<file path="config.mk">
export PLATFORM = sky130hd
export DESIGN_NAME = stall_ctrl
export DESIGN_NICKNAME = d
export VERILOG_FILES = /design/src/rtl/stall_ctrl.sv
export SDC_FILE = /design/constraint.sdc
export NUM_CORES = 1
export LEC_CHECK = 0
export CELL_PAD_IN_SITES_DETAIL_PLACEMENT = 2
export CELL_PAD_IN_SITES_GLOBAL_PLACEMENT = 2
export CORE_MARGIN = 2
export CORE_UTILIZATION = 28
export CTS_CLUSTER_SIZE = 20
export DETAILED_ROUTE_END_ITERATION = 8
export PLACE_DENSITY_LB_ADDON = 0.1
export SYNTH_ARGS = -nofsm -noshare
export SYNTH_HDL_FRONTEND = slang
export SYNTH_SLANG_ARGS = --single-unit
</file>
<file path="constraint.sdc">
create_clock -name clk -period 5.45 [get_ports clk]
set_input_delay 1.635 -clock clk [delete_from_list [all_inputs] [get_ports clk]]
set_output_delay 1.635 -clock clk [all_outputs]
set_load 0.03 [all_outputs]
</file>
<file path="src/rtl/stall_ctrl.sv">
// -----------------------------------------------------------------------------
// stall_ctrl
//   Hazard/stall controller for a five-stage pipeline with a multi-cycle
//   HI/LO multiply/divide unit. Detects register read-after-write hazards
//   between the instruction in D and the producers in E and M (Tuse/Tnew
//   model), stalls D instructions that touch HI/LO while the unit is busy,
//   tracks the unit's busy time, and counts stalled cycles (saturating).
//
// Ports
//   clk        in   system clock, rising edge
//   reset      in   asynchronous active-low reset
//   rs_D/rt_D  in   source register fields of the D instruction
//   tuse_rs/rt in   cycles until D needs rs/rt (3 = not used)
//   A3_E/A3_M  in   destination register of the E/M instruction
//   tnew_E/M   in   cycles until the E/M result is available
//   md_D       in   D instruction uses the HI/LO unit
//   start_E    in   mult/multu/div/divu in E
//   is_div_E   in   the E start is a divide
//   en_F/en_D  out  PC and IF/ID register enables (low while stalling)
//   flush_E    out  insert a bubble into E
//   stall      out  stall asserted this cycle
//   busy       out  HI/LO unit busy
//   stall_cnt  out  saturating count of stalled cycles since reset
// -----------------------------------------------------------------------------
module stall_ctrl (
  input  logic        clk,
  input  logic        reset,
  input  logic [4:0]  rs_D,
  input  logic [4:0]  rt_D,
  input  logic [1:0]  tuse_rs,
  input  logic [1:0]  tuse_rt,
  input  logic [4:0]  A3_E,
  input  logic [1:0]  tnew_E,
  input  logic [4:0]  A3_M,
  input  logic [1:0]  tnew_M,
  input  logic        md_D,
  input  logic        start_E,
  input  logic        is_div_E,
  output logic        en_F,
  output logic        en_D,
  output logic        flush_E,
  output logic        stall,
  output logic        busy,
  output logic [31:0] stall_cnt
);

  localparam logic [3:0] MULT_CYC = 4'd5;
  localparam logic [3:0] DIV_CYC  = 4'd10;

  logic [3:0]  md_cnt;
  logic [31:0] stall_cnt_r;
  logic        stall_rs;
  logic        stall_rt;
  logic        stall_md;

  // Register 0 is hardwired zero, so it never carries a dependency.
  // tuse == 3 marks an operand the instruction does not read.
  function automatic logic raw_hazard(
    input logic [4:0] src,
    input logic [1:0] tuse,
    input logic [4:0] a3_e,
    input logic [1:0] tnew_e,
    input logic [4:0] a3_m,
    input logic [1:0] tnew_m
  );
    logic hit_e;
    logic hit_m;
    hit_e = (src == a3_e) && (tnew_e > tuse);
    hit_m = (src == a3_m) && (tnew_m > tuse);
    return (tuse != 2'd3) && (src != 5'd0) && (hit_e || hit_m);
  endfunction

  // Counter increment that sticks at all-ones instead of wrapping.
  function automatic logic [31:0] sat_inc(input logic [31:0] v);
    return (v == 32'hFFFF_FFFF) ? v : v + 32'd1;
  endfunction

  // ---- combinational hazard detection (same-cycle stall) ----
  always_comb begin
    stall_rs = raw_hazard(rs_D, tuse_rs, A3_E, tnew_E, A3_M, tnew_M);
    stall_rt = raw_hazard(rt_D, tuse_rt, A3_E, tnew_E, A3_M, tnew_M);
    // start_E covers the cycle before busy rises, since busy is registered.
    stall_md = md_D && (busy || start_E);
    stall    = stall_rs || stall_rt || stall_md;
    en_F     = ~stall;
    en_D     = ~stall;
    flush_E  = stall;
  end

  // busy comes only from registered state; no path from start_E.
  assign busy      = (md_cnt != 4'd0);
  assign stall_cnt = stall_cnt_r;

  // ---- HI/LO busy counter: a start is ignored while a count is running ----
  always_ff @(posedge clk or negedge reset) begin
    if (!reset) begin
      md_cnt <= 4'd0;
    end else if (md_cnt != 4'd0) begin
      md_cnt <= md_cnt - 4'd1;
    end else if (start_E) begin
      md_cnt <= is_div_E ? DIV_CYC : MULT_CYC;
    end
  end

  // ---- stalled-cycle counter: one increment per stalled edge ----
  always_ff @(posedge clk or negedge reset) begin
    if (!reset) begin
      stall_cnt_r <= 32'd0;
    end else if (stall) begin
      stall_cnt_r <= sat_inc(stall_cnt_r);
    end
  end

endmodule

</file>
==> metrics.md <==
| Metric | Value |
|---|---|
| Core area | `about 8100 um2` |
| Grt ovf | `0` |
| Drt pass-1 iters | `4` |
| Fin. Hold Viols | `0` |
| Sequential element share of the synthesized area | `between 30% and 40%` |
| Period utilization | `97.6%` |
| Post-DP HPWL | `5250 um` |
| Total GRT Usage | `15.8%` |
| H-tree levels | `2` |
| Peak supply drop | `between 100 and 150 uV` |
| Worst Hold Class | `reg -> reg` |
| Largest net degree at the start of global routing | `37` |
| CP required | `about 3800 ps` |
| Clock buffer depth | `2` |
| Count leader, synth | `dfrtp_1` |
| Total CTS buffers | `5` |
| Site Rows | `33` |
| PortBufs | `69` |
| Asr flop ratio synth | `100%` |
| RD Place Congestion | `0.766` |
| Top cell type by total area after synthesis | `dfrtp_1` |
| Leak pwr | `0.00133 uW` |
| Starting DRT DRC Count | `between 50 and 60` |
| Relative slew margins | `roughly a third` |
| Finished Layout Cells | `412` |
| Clk slew on worst S/H paths | `70 ps` |
| Final setup fails | `0` |
| P per Cell Area | `about 300 nW/um2` |
| Die area | `9070 um2` |
| Die Wd | `approximately 95 um` |
| Starting Density | `28.7%` |
| Status | `finished clean` |
| # diodes | `0` |
| Vias per Instance | `around 4.9` |
| Vias in the first global route | `2204` |
| Worst setup path category | `in -> out` |
| Worst skew pair latency | `approximately 280 ps` |
| CP Max Fanout | `3` |
| Clock Tree Root | `clkbuf_8` |
| Synth top area share | `38.6%` |
| EDFF count, synth | `0` |
| DRT antenna net count | `0` |
| Global-route wire length before repair | `11200 um` |
| Post-CTS setup buffers | `0` |
| Avg Cell Area, Syn | `9.88 um2` |
| Clk sinks | `36` |
| Clock Skew | `3.91 ps` |
| Post-synthesis instance area | `2330 um2` |
| NumNets Final | `between 300 and 400` |
| Via count | `2021` |
| Cells after Synth | `about 240` |
| Initial antenna violation count | `0` |
| Final critical-path required period | `5320 ps` |
| Hold_ws | `493 ps` |
| Ratio of cells with drive above 1 in the final layout | `under 10%` |
| Area Overhead vs Synth | `37.3%` |
| Top post-synthesis cells by area | `dfrtp_1 (39%), xor2_1 (11%), xnor2_1 (7.9%)` |
| Max-cap viol count | `0` |
| Placed insts | `405` |
| YS warnings | `0` |
| Tightest Pin Transition | `977 ps` |
| Worst path arrival time | `3680 ps` |
| Final WL | `6640 um` |
| Crit end category | `output port` |
| Syn Nets | `between 200 and 300` |
| Synth cell types | `40` |
| #FFs+latches synth | `36` |
| Dominant synthesized flop cell | `dfrtp_1` |
| Max Transition Viols Final | `0` |
| Max Fclk | `0.188 GHz` |
| Element type at the critical path start | `primary input` |
| Leading cell types by count after synthesis | `dfrtp_1 (36), xor2_1 (30), xnor2_1 (21)` |
| Die Height | `95.2 um` |
| Per-cell routed wire length | `between 15 and 20 um` |
| IO Pins | `70` |
| DRC violations left | `0` |
| TritonCTS clock tree | `yes` |
-- flip-flops by register name (all words and copies together) (netlist names) --
signal	count
stall_cnt	32
md_cnt	4
-- routing by layer --
metal / track usage [%] / vias to the layer above / share of wire (%) / wire, um
met5: 0 / - / 0 / 0
met4: 3.62 / 0 / 1.1 / 70
met3: 3.24 / 6 / 4.2 / 279
met2: 26.8 / 50 / 50 / 3310
met1: 20.5 / 990 / 45 / 2980
li1: - / 975 / - / -
-- final timing paths --
check | startpoint | end | slack (ps) | depth (start not counted)
worst min register to register | stall_cnt[12]$_DFFE_PN0P_ | stall_cnt[12]$_DFFE_PN0P_ | 490 | 1
worst max-delay path | tuse_rt[1] | stall | 130 | 10
max in group asynchronous | reset | md_cnt[1]$_DFFE_PN0N_ | 3470 | 1
worst max register to register | stall_cnt[0]$_DFFE_PN0P_ | stall_cnt[12]$_DFFE_PN0P_ | 2580 | 8
min in group asynchronous | reset | stall_cnt[26]$_DFFE_PN0P_ | 1430 | 1
worst min-delay path | stall_cnt[12]$_DFFE_PN0P_ | stall_cnt[12]$_DFFE_PN0P_ | 490 | 1
-- placed cells by master, fill, tap and decap left out, drive strengths merged, types with 3 or more instances in the layout --
master and n:
xnor2 21, nor4b 3, inv 9, clkbuf 6, dfrtp 36, buf 9
xor2 30, clkdlybuf4s50 64, a21oi 4, nand4 13, nand2 18, nor4 8
nand3 10, and4 4, nor2 9, o21ai 8, ha 11, nor3 13
and3 8
-- critical path: stages --
cell,delay (ps)
clkdlybuf4s50_1,490
inv_1,70
ha_1,320
nor2b_2,160
o21ai_0,200
a2111oi_2,60
o221ai_1,190
and3_4,240
clkinv_1,120
buf_4,190
-- metrics by stage --
stage          area [um2]  util (%)  total power, uW  setup TNS, ps  setup slack [ps]
2_1_floorplan        2330         -              610              0               389
3_3_place_gp         3100      38.1              776              0              87.6
3_5_place_dp         3100      38.1              783              0              35.5
4_1_cts              3180      39.1              972              0              25.7
5_1_grt              3200      39.3             1020          -36.7             -18.4
6_report             3200      39.3              955              0               131
-- power by group --
| part | total [uW] | switching, uW | internal [uW] |
|---|---|---|---|
| registers | 386 | 65.1 | 321 |
| logic | 387 | 214 | 173 |
| clock network | 182 | 94.8 | 87.0 |
-- repair_timing --
item | CTS | global route
hold endpoints to repair | 0 | 0
hold buffers | 0 | 0
endpoints found under the setup margin | 0 | 4
gates resized for setup | 0 | 5
-- logic make-up after synthesis --
kind of cell	share of synthesized area, %
compound gates	5.96
xor+xnor	19.2
fa+ha+maj	5.90
buf+inv	4.45
flops	38.6
mux	0.483
simple gates	25.4
-- final cells by class --
type / count / area, um2
inverter: 10 / 37.5
timing repair buffer: 73 / 706
fill: 890 / 4930
sequential: 36 / 901
clock buffer: 6 / 72.6
tap: 105 / 131
multi-input combinational: 181 / 1350
clock inverter: 1 / 5.00
Power figures use the tool's default switching activity.
==> RTL edit: new RTL, same settings <==
Reset style: synchronous (`reset`), changed in 2 clocked blocks. Comments in the files are not updated.
--- a/src/rtl/stall_ctrl.sv
+++ b/src/rtl/stall_ctrl.sv
@@ -92,7 +92,7 @@
   assign stall_cnt = stall_cnt_r;
 
   // ---- HI/LO busy counter: a start is ignored while a count is running ----
-  always_ff @(posedge clk or negedge reset) begin
+  always_ff @(posedge clk) begin
     if (!reset) begin
       md_cnt <= 4'd0;
     end else if (md_cnt != 4'd0) begin
@@ -103,7 +103,7 @@
   end
 
   // ---- stalled-cycle counter: one increment per stalled edge ----
-  always_ff @(posedge clk or negedge reset) begin
+  always_ff @(posedge clk) begin
     if (!reset) begin
       stall_cnt_r <= 32'd0;
     end else if (stall) begin
Formal check against the unedited RTL: differs if reset is asserted again (counterexample within 4 cycles, from zero or initial values and one cycle with reset low); with reset held inactive, the same outputs for 10 cycles.
==> RTL edit against the unedited design <==
- wire length is 17% higher
- cell count is 13% higher
- clock power is 33% higher
- sequential power is 23% lower
- setup slack better by 0.063 ns
- synthesized area is 2.5% higher
- via count is 24% higher
- highest routed layer unchanged
- sequential cell count stayed put
- power is 16% lower
- final area is 1.9% higher
==> RTL edit: results (changes against the unedited design) <==
| Metric | Value |
|---|---|
| Post-synth net total | 340 (+21%) |
| Clock slew at reported path FFs | 0.08 ns |
| Clock tree buffer depth | 2 (unchanged) |
| Min-Delay Path Class | reg -> reg |
| DR pass1 iterations | 4 (unchanged) |
| Fin nets | 405 (+15%) |
| Worst stage delay on the critical path | 0.48 ns |
| Static leakage | 0.00108 uW (-18%) |
| Vias in the first global route | 2636 (+20%) |
| Peak VDD IR | 173 uV (+52%) |
| Commonest cells post-synth | dfxtp_1 (36), a21oi_1 (31), nand2_1 (25) |
| First-pass GRT wire length | 12.9 mm (+15%) |
| Largest net degree at the start of global routing | 38 (+2.7%) |
| Switching Fraction | 34.6% (-4.6 points) |
| Final WL | 7.76 mm (+17%) |
| HPWL Detailed | 6.05 mm (+15%) |
| Clock Latency Late Sink | 0.30 ns (+0.02 ns) |
| Final GP Congestion | 0.819 (+6.8%) |
| Critical path peak fanout | 8 (+5) |
| Cell variety after synth | 44 (+10%) |
| Vias per cell | 5.35 (+9.1%) |
| Share of layout cells above drive strength 1 | 5.80% (-3.6 points) |
| ANT cells | 0 (unchanged) |
| R2R setup slack | 2.66 ns (+0.08 ns) |
| Max reg flops | 32 (unchanged) |
| Sequential fraction of the synthesis area | 30.2% (-8.5 points) |
| Root Buffer | clkbuf_8 |
| Antenna violations before repair | 0 (unchanged) |
| Ys Warns | 0 (unchanged) |
| DRT iter0 DRCs | 87 (+61%) |
| Port Buffers | 69 (unchanged) |
| Slew HR | 42.6% (+7.7 points) |
| Num CTS Buffers | 5 (unchanged) |
| Gr usage total | 17.5% (+1.8 points) |
| Outcome | complete, no violations |
| Async SR Flop Fraction | 0% (-100 points) |
| Area contributors post-synth | dfxtp_1 (30%), a21oi_1 (6.5%), ha_1 (5.8%) |
| Worst Path Arrival | 3.62 ns (-0.06 ns) |
| Max H-tree Level | 2 (unchanged) |
| Top delay family on crit path | buffers and inverters |
| Slowest CP cell | clkdlybuf4s50_1 |
| Clock Skew | 0.0128 ns (+0.00885 ns) |
==> RTL edit: cell types whose count changed in the layout (fill, tap and decap cells not counted), sizes merged, moves of 6 or more <==
cell and change:
a21oi +27, dfrtp -36, dfxtp +36, inv +8, nand2 +7, nor3 -10, o21ai +6, o31ai +14
or3 +13, or4 +16, xnor2 -8, xor2 -22
==> RTL edit: repair_timing <==
item                                    in CTS  in global routing
hold endpoints to repair                     0                  0
endpoints found under the setup margin       0                  2
buffers inserted                             0                  0
gates resized for setup                      0                  3
==> RTL edit: routing by layer <==
layer	track usage, %	vias up	part of all wire [%]
met1	23.1	1216	48
met2	29.9	41	47
met5	0	-	0
met3	4.03	7	4.0
li1	-	1235	-
met4	2.46	0	0.62
==> RTL edit: power groups by stage <==
stage | registers, uW | clock network (uW) | logic (uW)
6_report | 296 | 242 | 265
5_1_grt | 299 | 258 | 297
4_1_cts | 297 | 247 | 266
3_5_place_dp | 303 | 0 | 265
3_3_place_gp | 302 | 0 | 261
2_1_floorplan | 304 | 0 | 174
==> RTL edit: metrics by stage <==
| step | hold WS [ns] | instances | instance area [sq um] | util (%) | worst slack (ns) |
|---|---|---|---|---|---|
| 6_report | 0.491 | 467 | 3260 | 39.5 | 0.194 |
| 3_3_place_gp | 0.471 | 459 | 3140 | 38.0 | 0.190 |
| 4_1_cts | 0.504 | 467 | 3240 | 39.3 | 0.0794 |
| 3_5_place_dp | 0.491 | 459 | 3140 | 38.0 | 0.0958 |
| 2_1_floorplan | 0.496 | 296 | 2390 | - | 0.176 |
| 5_1_grt | 0.549 | 467 | 3260 | 39.5 | 0.00654 |
==> RTL edit: worst min-delay path, stage by stage, from the launching register on <==
cell,delay (ns)
dfxtp_1,0.34
nand2_1,0.06
mux2i_1,0.05
==> RTL edit: area by class of cell <==
cell class / count / area [sq um]
clock inverters: 2 / 35.0
flip-flops and latches: 36 / 721
fillers: 945 / 5000
inverters: 17 / 63.8
clock buffers: 6 / 72.6
multi-input cells: 228 / 1530
well taps: 105 / 131
repair buffers: 73 / 711
==> RTL edit: cells by family (layout without fill, tap and decap cells) <==
kind of cell / after synthesis / in the layout / share of synthesized area [%]
and+or+nand+nor: 118 / 118 / 29.0
AOI/OAI and AO/OA: 74 / 74 / 19.0
DFF: 36 / 36 / 30.2
buffers and inverters: 32 / 98 / 6.75
xor gates and xnor gates: 21 / 21 / 7.70
adders and majority gates: 11 / 11 / 5.76
muxes: 4 / 4 / 1.68
==> RTL edit: final timing paths <==
| path | from | to | depth (start not counted) |
|---|---|---|---|
| max | tuse_rs[1] | stall | 10 |
| min | stall_cnt[26] | stall_cnt[26] | 2 |
| max reg2reg | stall_cnt[8] | stall_cnt[15] | 7 |
| min reg2reg | stall_cnt[26] | stall_cnt[26] | 2 |
